File: config.mk
export PLATFORM = sky130hd
export DESIGN_NAME = sound_register_file
export DESIGN_NICKNAME = d
export VERILOG_FILES = /design/src/rtl/sound_register_file.sv
export SDC_FILE = /design/constraint.sdc
export NUM_CORES = 1
export LEC_CHECK = 0
export CAP_MARGIN = 5
export CORE_ASPECT_RATIO = 0.7
export CORE_MARGIN = 2
export CORE_UTILIZATION = 35
export CTS_BUF_LIST = sky130_fd_sc_hd__clkbuf_16
export DETAILED_ROUTE_END_ITERATION = 8
export PLACE_DENSITY = 0.64
export SLEW_MARGIN = 15
export SYNTH_ARGS = -nofsm -noshare
export SYNTH_HDL_FRONTEND = slang
export SYNTH_SLANG_ARGS = --single-unit
File: constraint.sdc
create_clock -name clk -period 3.58 [get_ports clk]
set_input_delay 0.358 -clock clk [delete_from_list [all_inputs] [get_ports clk]]
set_output_delay 0.358 -clock clk [all_outputs]
set_load 0.02 [all_outputs]
File: src/rtl/sound_register_file.sv
// sound_register_file
//   CPU-facing register block for the four sound channels. Decodes byte
//   accesses to FF10..FF3F, holds NR10..NR52 and the 16-byte wave RAM, and
//   stretches NRx4 trigger writes into per-channel reset pulses that are long
//   enough for the slow length/envelope/sweep/frequency clocks to sample.
//
// Ports
//   clk, reset        system clock, synchronous active-high reset
//   addr, data_in     CPU address / write data
//   mem_we, mem_re    one-cycle write / read strobes
//   data_out          registered read data (updated on mem_re)
//   sel               combinational decode of FF10..FF3F
//   ch_done[3:0]      per-channel length-expired level inputs
//   ch1..ch4_regs     packed control registers, lowest register in LSBs
//   ch3_samples       wave RAM, sample k at [4k+3:4k]
//   nr50, nr51        master volume / panning
//   ch_reset[3:0]     stretched per-channel reset pulses
//   sound_on          NR52 bit 7
module sound_register_file #(
  parameter int TRIG_CYCLES = 65536
) (
  input  logic         clk,
  input  logic         reset,
  input  logic [15:0]  addr,
  input  logic [7:0]   data_in,
  input  logic         mem_we,
  input  logic         mem_re,
  output logic [7:0]   data_out,
  output logic         sel,
  input  logic [3:0]   ch_done,
  output logic [39:0]  ch1_regs,
  output logic [31:0]  ch2_regs,
  output logic [39:0]  ch3_regs,
  output logic [31:0]  ch4_regs,
  output logic [127:0] ch3_samples,
  output logic [7:0]   nr50,
  output logic [7:0]   nr51,
  output logic [3:0]   ch_reset,
  output logic         sound_on
);

  localparam int CW = 17;
  localparam logic [CW-1:0] TRIG_LOAD = CW'(TRIG_CYCLES);
  localparam int RLO = 16;   // 0x10: NR10
  localparam int RHI = 37;   // 0x25: NR51

  // Register space indexed directly by addr[5:0]; 0x15 and 0x1F are never
  // written and so stay at their reset value of 0.
  logic [7:0]    regs_q [RLO:RHI];
  logic [7:0]    regs_d [RLO:RHI];
  logic [7:0]    wave_q [16];
  logic [7:0]    wave_d [16];
  logic [CW-1:0] cnt_q  [4];
  logic [CW-1:0] cnt_d  [4];
  logic [3:0]    chr_q, chr_d;
  logic [3:0]    status_q, status_d;
  logic          sound_on_q, sound_on_d;
  logic [7:0]    data_out_q, data_out_d;

  logic [5:0] off;
  logic       is_reg, is_nr52, is_wave, wr;
  logic [3:0] trig;
  logic [7:0] rd_val;

  function automatic logic [7:0] rd_mask(input logic [5:0] o);
    case (o)
      6'h10: rd_mask = 8'h80;
      6'h11: rd_mask = 8'h3F;
      6'h13: rd_mask = 8'hFF;
      6'h14: rd_mask = 8'hBF;
      6'h16: rd_mask = 8'h3F;
      6'h18: rd_mask = 8'hFF;
      6'h19: rd_mask = 8'hBF;
      6'h1A: rd_mask = 8'h7F;
      6'h1B: rd_mask = 8'hFF;
      6'h1C: rd_mask = 8'h9F;
      6'h1D: rd_mask = 8'hFF;
      6'h1E: rd_mask = 8'hBF;
      6'h20: rd_mask = 8'hFF;
      6'h23: rd_mask = 8'hBF;
      default: rd_mask = 8'h00;
    endcase
  endfunction

  // FF10..FF3F: high byte FF, bits [7:6]=00, bits [5:4] non-zero.
  assign off     = addr[5:0];
  assign sel     = (addr[15:8] == 8'hFF) && (addr[7:6] == 2'b00) && (addr[5:4] != 2'b00);
  assign is_reg  = sel && (off <= 6'h25) && (off != 6'h15) && (off != 6'h1F);
  assign is_nr52 = sel && (off == 6'h26);
  assign is_wave = sel && (off[5:4] == 2'b11);
  assign wr      = mem_we && sel;

  always_comb begin
    sound_on_d = sound_on_q;
    regs_d     = regs_q;
    wave_d     = wave_q;
    trig       = 4'b0000;
    status_d   = status_q;
    chr_d      = chr_q;
    cnt_d      = cnt_q;
    rd_val     = 8'hFF;
    data_out_d = data_out_q;

    if (wr && is_nr52)
      sound_on_d = data_in[7];

    // Register writes only land while powered; trigger bit is never stored.
    if (wr && is_reg && sound_on_q) begin
      regs_d[off] = data_in;
      case (off)
        6'h14: begin regs_d[off][7] = 1'b0; trig[0] = data_in[7]; end
        6'h19: begin regs_d[off][7] = 1'b0; trig[1] = data_in[7]; end
        6'h1E: begin regs_d[off][7] = 1'b0; trig[2] = data_in[7]; end
        6'h23: begin regs_d[off][7] = 1'b0; trig[3] = data_in[7]; end
        default: ;
      endcase
    end

    // Power-off clears NR10..NR51 on the same edge that sound_on falls.
    if (!sound_on_d)
      for (int i = RLO; i <= RHI; i++) regs_d[i] = 8'h00;

    if (wr && is_wave)
      wave_d[off[3:0]] = data_in;

    for (int n = 0; n < 4; n++) begin
      // Counters run regardless of power so a pulse still in flight at
      // power-on finishes its full length.
      if (trig[n])             cnt_d[n] = TRIG_LOAD;
      else if (cnt_q[n] != '0) cnt_d[n] = cnt_q[n] - 1'b1;

      // cnt_q > 1 keeps the pulse high for exactly TRIG_CYCLES edges.
      // Held high while off and on the power-on edge itself.
      if (!sound_on_d || !sound_on_q || trig[n]) chr_d[n] = 1'b1;
      else                                      chr_d[n] = (cnt_q[n] > CW'(1));

      if (!sound_on_d)    status_d[n] = 1'b0;
      else if (trig[n])   status_d[n] = 1'b1;
      else if (ch_done[n]) status_d[n] = 1'b0;
    end

    // Reads see pre-edge state, so same-cycle read+write returns the old value.
    if (is_reg)       rd_val = regs_q[off] | rd_mask(off);
    else if (is_nr52) rd_val = {sound_on_q, 3'b111, status_q};
    else if (is_wave) rd_val = wave_q[off[3:0]];

    if (mem_re) data_out_d = rd_val;
  end

  always_ff @(posedge clk) begin
    if (reset) begin
      for (int i = RLO; i <= RHI; i++) regs_q[i] <= 8'h00;
      for (int i = 0; i < 16; i++) wave_q[i] <= 8'h00;
      for (int n = 0; n < 4; n++) cnt_q[n] <= '0;
      chr_q      <= 4'hF;
      status_q   <= 4'h0;
      sound_on_q <= 1'b0;
      data_out_q <= 8'h00;
    end else begin
      regs_q     <= regs_d;
      wave_q     <= wave_d;
      cnt_q      <= cnt_d;
      chr_q      <= chr_d;
      status_q   <= status_d;
      sound_on_q <= sound_on_d;
      data_out_q <= data_out_d;
    end
  end

  assign ch1_regs = {regs_q[20], regs_q[19], regs_q[18], regs_q[17], regs_q[16]};
  assign ch2_regs = {regs_q[25], regs_q[24], regs_q[23], regs_q[22]};
  assign ch3_regs = {regs_q[30], regs_q[29], regs_q[28], regs_q[27], regs_q[26]};
  assign ch4_regs = {regs_q[35], regs_q[34], regs_q[33], regs_q[32]};
  assign nr50     = regs_q[36];
  assign nr51     = regs_q[37];
  assign ch_reset = chr_q;
  assign sound_on = sound_on_q;
  assign data_out = data_out_q;

  // High nibble of each byte is the earlier sample.
  for (genvar b = 0; b < 16; b++) begin : g_wave
    assign ch3_samples[8*b+3 -: 4] = wave_q[b][7:4];
    assign ch3_samples[8*b+7 -: 4] = wave_q[b][3:0];
  end

endmodule

==> reports/qor.yml <==
final_layout:
  area_growth_pct: 23.5
  post-route-util: 0.437
  final_layout_size_suffix_gt1_frac: 0.103
  final_nets: 2454
  final_cells: 3170
pwr:
  power_frac_seq: 0.422
  switching_share: 0.322
  peakVddDrop_uv: 281
  p_switching_mw: 3.80
  p_int_mw: 8.02
  p_comb_frac: 0.223
  p_leak_nw: 7.77
  clockPowerShare: 0.355
  p_per_area_mw_per_mm2: 505
floorplanning:
  start_util: 0.353
  die_h_um: 199
  ios: 334
  rows: 71
  die_w_um: 282
  core_mm2: 0.0537
  dieArea_mm2: 0.0561
clocking:
  clk_pin_slew_ns: 0.06
  cts_buffers: 41
  clk_latency_ns: 0.59
  htree_levels: 2
  cts.sinks: 389
  holdBufCountCts: 0
  post-cts-setup-buffer-count: 0
  cts_tree: "done"
  clock-root-buffer: "clkbuf_16"
  cts_resized: 0
  cts_buffer_depth: 3
drt:
  wl_per_cell_um: 23.6
  drt-pass1-iter-count: 6
  drc_errors: 0
  drtIter0Drc: 2243
  routed_wl_mm: 74.7
  viasPerCell: 5.57
  ant_nets: 0
  via_count: 17700
setup_path:
  critical_path_class: "in2out"
  path_cells: "clkdlybuf4s50_1 > nor2_1 > or4_1 > clkinv_2 > clkdlybuf4s50_1"
  rr_worst_depth: 5
  cpMostUsedCell: "clkdlybuf4s50_1"
  worstPathArrival_ns: 2.70
  crit_required_ns: 3.22
  cp-start-kind: "input port"
  crit_fanout: 12
  slowest_delay_ns: 0.75
  end_kind: "output pin"
  slowest_stage: "or4_1"
grt:
  grt_max_degree: 85
  grt_antenna_before_repair: 3
  grt_first_pass_wirelength_mm: 109
  grt_pass1_vias: 16800
  grt.total_usage: 0.261
  grt_overflow: 0
synthesis:
  synth_commonest_cells: "nand2_1, dfxtp_1, a21oi_1, nor2_1, buf_4"
  async_flop_share: 0
  synth_top_area_cell: "dfxtp_1"
  synthCells: 2234
  netlist.area_leader.share: 0.411
  synth_nets: 2282
  yosysSeqAreaShare: 0.411
  ys_top_cells_by_area: "dfxtp_1, nand2_1, a21oi_1"
  ys.warnings.count: 0
  synth_edf_count: 0
  post-synth-top-count-cell: "nand2_1"
  ys_ff_latch: 389
  synthFlopType: "dfxtp_1"
  synth_area_mm2: 0.0190
  synthDistinctLibCells: 71
  avgSynthCellArea_um2: 8.49
timing:
  slew_viol_final: 0
  maxClockFrequency_mhz: 327
  fin_skew_ns: 0.0357
  worst_pin_slew_ns: 0.946
  rsz0062_at_grt: "no"
  finalCriticalPeriod_ns: 3.06
  min_period_over_period: 0.855
  finalHoldViolCount: 0
  relSlewSlack: 0.367
  finalSetupViolCount: 0
  setup_tns_ns: 0
place:
  hpwl_mm: 53.9
  routabilityCongestion: 0.930
  place.port_buffers: 333
  placed_cells: 3093
worst_hold_path:
  hold_class: "in2reg"
  min_path_cells: 2
job:
  drv_cap: 0
run_status:
  status: "completed"
power groups by stage:
stage          clock network [mW]  registers, mW  logic, mW
6_report                     4.20           4.99       2.64
5_1_grt                      4.41           5.03       2.95
4_1_cts                      4.25           4.98       2.61
3_5_place_dp                    0           5.07       2.58
3_3_place_gp                    0           5.04       2.49
2_1_floorplan                   0           5.00       1.97
placed cells by master, fill, tap and decap left out, drive strengths merged, types with 7 or more instances in the layout:
cell type	n
nand4	10
nand2b	14
o211ai	7
a211oi	7
dfxtp	389
and2	9
ha	16
clkbuf	42
clkdlybuf4s50	329
a221oi	34
inv	26
nor4	21
buf	85
o22ai	8
xnor2	28
mux2i	119
a21oi	243
nor3	41
o21ai	28
mux4	34
a22oi	13
mux2	33
nor2	230
nand2	496
o221ai	7
or3	9
clkinv	24
nand3	23
xor2	21
nor2b	12
or4	10
flip-flops by register name, summed over array words and instances (netlist names), 8 cells and up:
register and flops:
nr50 8, ch3_samples 128, data_out 8, cnt_q 68, ch3_regs 40, ch1_regs 40, ch4_regs 32, ch2_regs 32
regs_q 16, nr51 8
final timing paths:
kind	from	end	slack, ns
hold reg to reg	regs_q[132]	regs_q[132]	0.46
setup reg to reg	sound_on	ch3_regs[22]	1.22
setup / recovery	addr[5]	sel	0.52
hold / removal	reset	ch3_samples[88]	0.31
metal layers:
metal  global-route usage  wire, um
met1                0.358     30800
met3               0.0849      9760
met5                    0        13
met2                0.381     31700
met4               0.0925      2460
worst max-delay path: cells and delay by family:
kind	cells	cell delay, ns
buf+inv	3	1.53
simple gates	2	0.81
cell families after synthesis:
logic type,after synthesis,synth area share
AOI/OAI and AO/OA,391,0.124
xor gates and xnor gates,49,0.0226
adders and majority gates,16,0.0106
buffers and inverters,304,0.0958
DFF,389,0.411
muxes,186,0.123
and+or+nand+nor,899,0.213
per-stage QoR:
step | total power [mW] | area (um^2) | setup WS (ns) | hold WS [ns]
after global placement | 7.53 | 22100 | 0.395 | 0.434
after floorplan | 6.97 | 19000 | 0.412 | 0.428
after CTS | 11.8 | 23400 | 0.547 | 0.279
final | 11.8 | 23400 | 0.519 | 0.312
after detailed placement | 7.65 | 22100 | 0.312 | 0.446
after global routing | 12.4 | 23400 | 0.507 | 0.320
area by class of cell:
class                   count  area [um^2]
flip-flops and latches    389         7790
repair buffers            414         3990
multi-input cells        1541         9370
fillers                  5188        30200
well taps                 730          913
inverters                  19         72.6
clock buffers              42         1050
diodes                      1         2.50
clock inverters            34          236
Power figures use the tool's default switching activity.
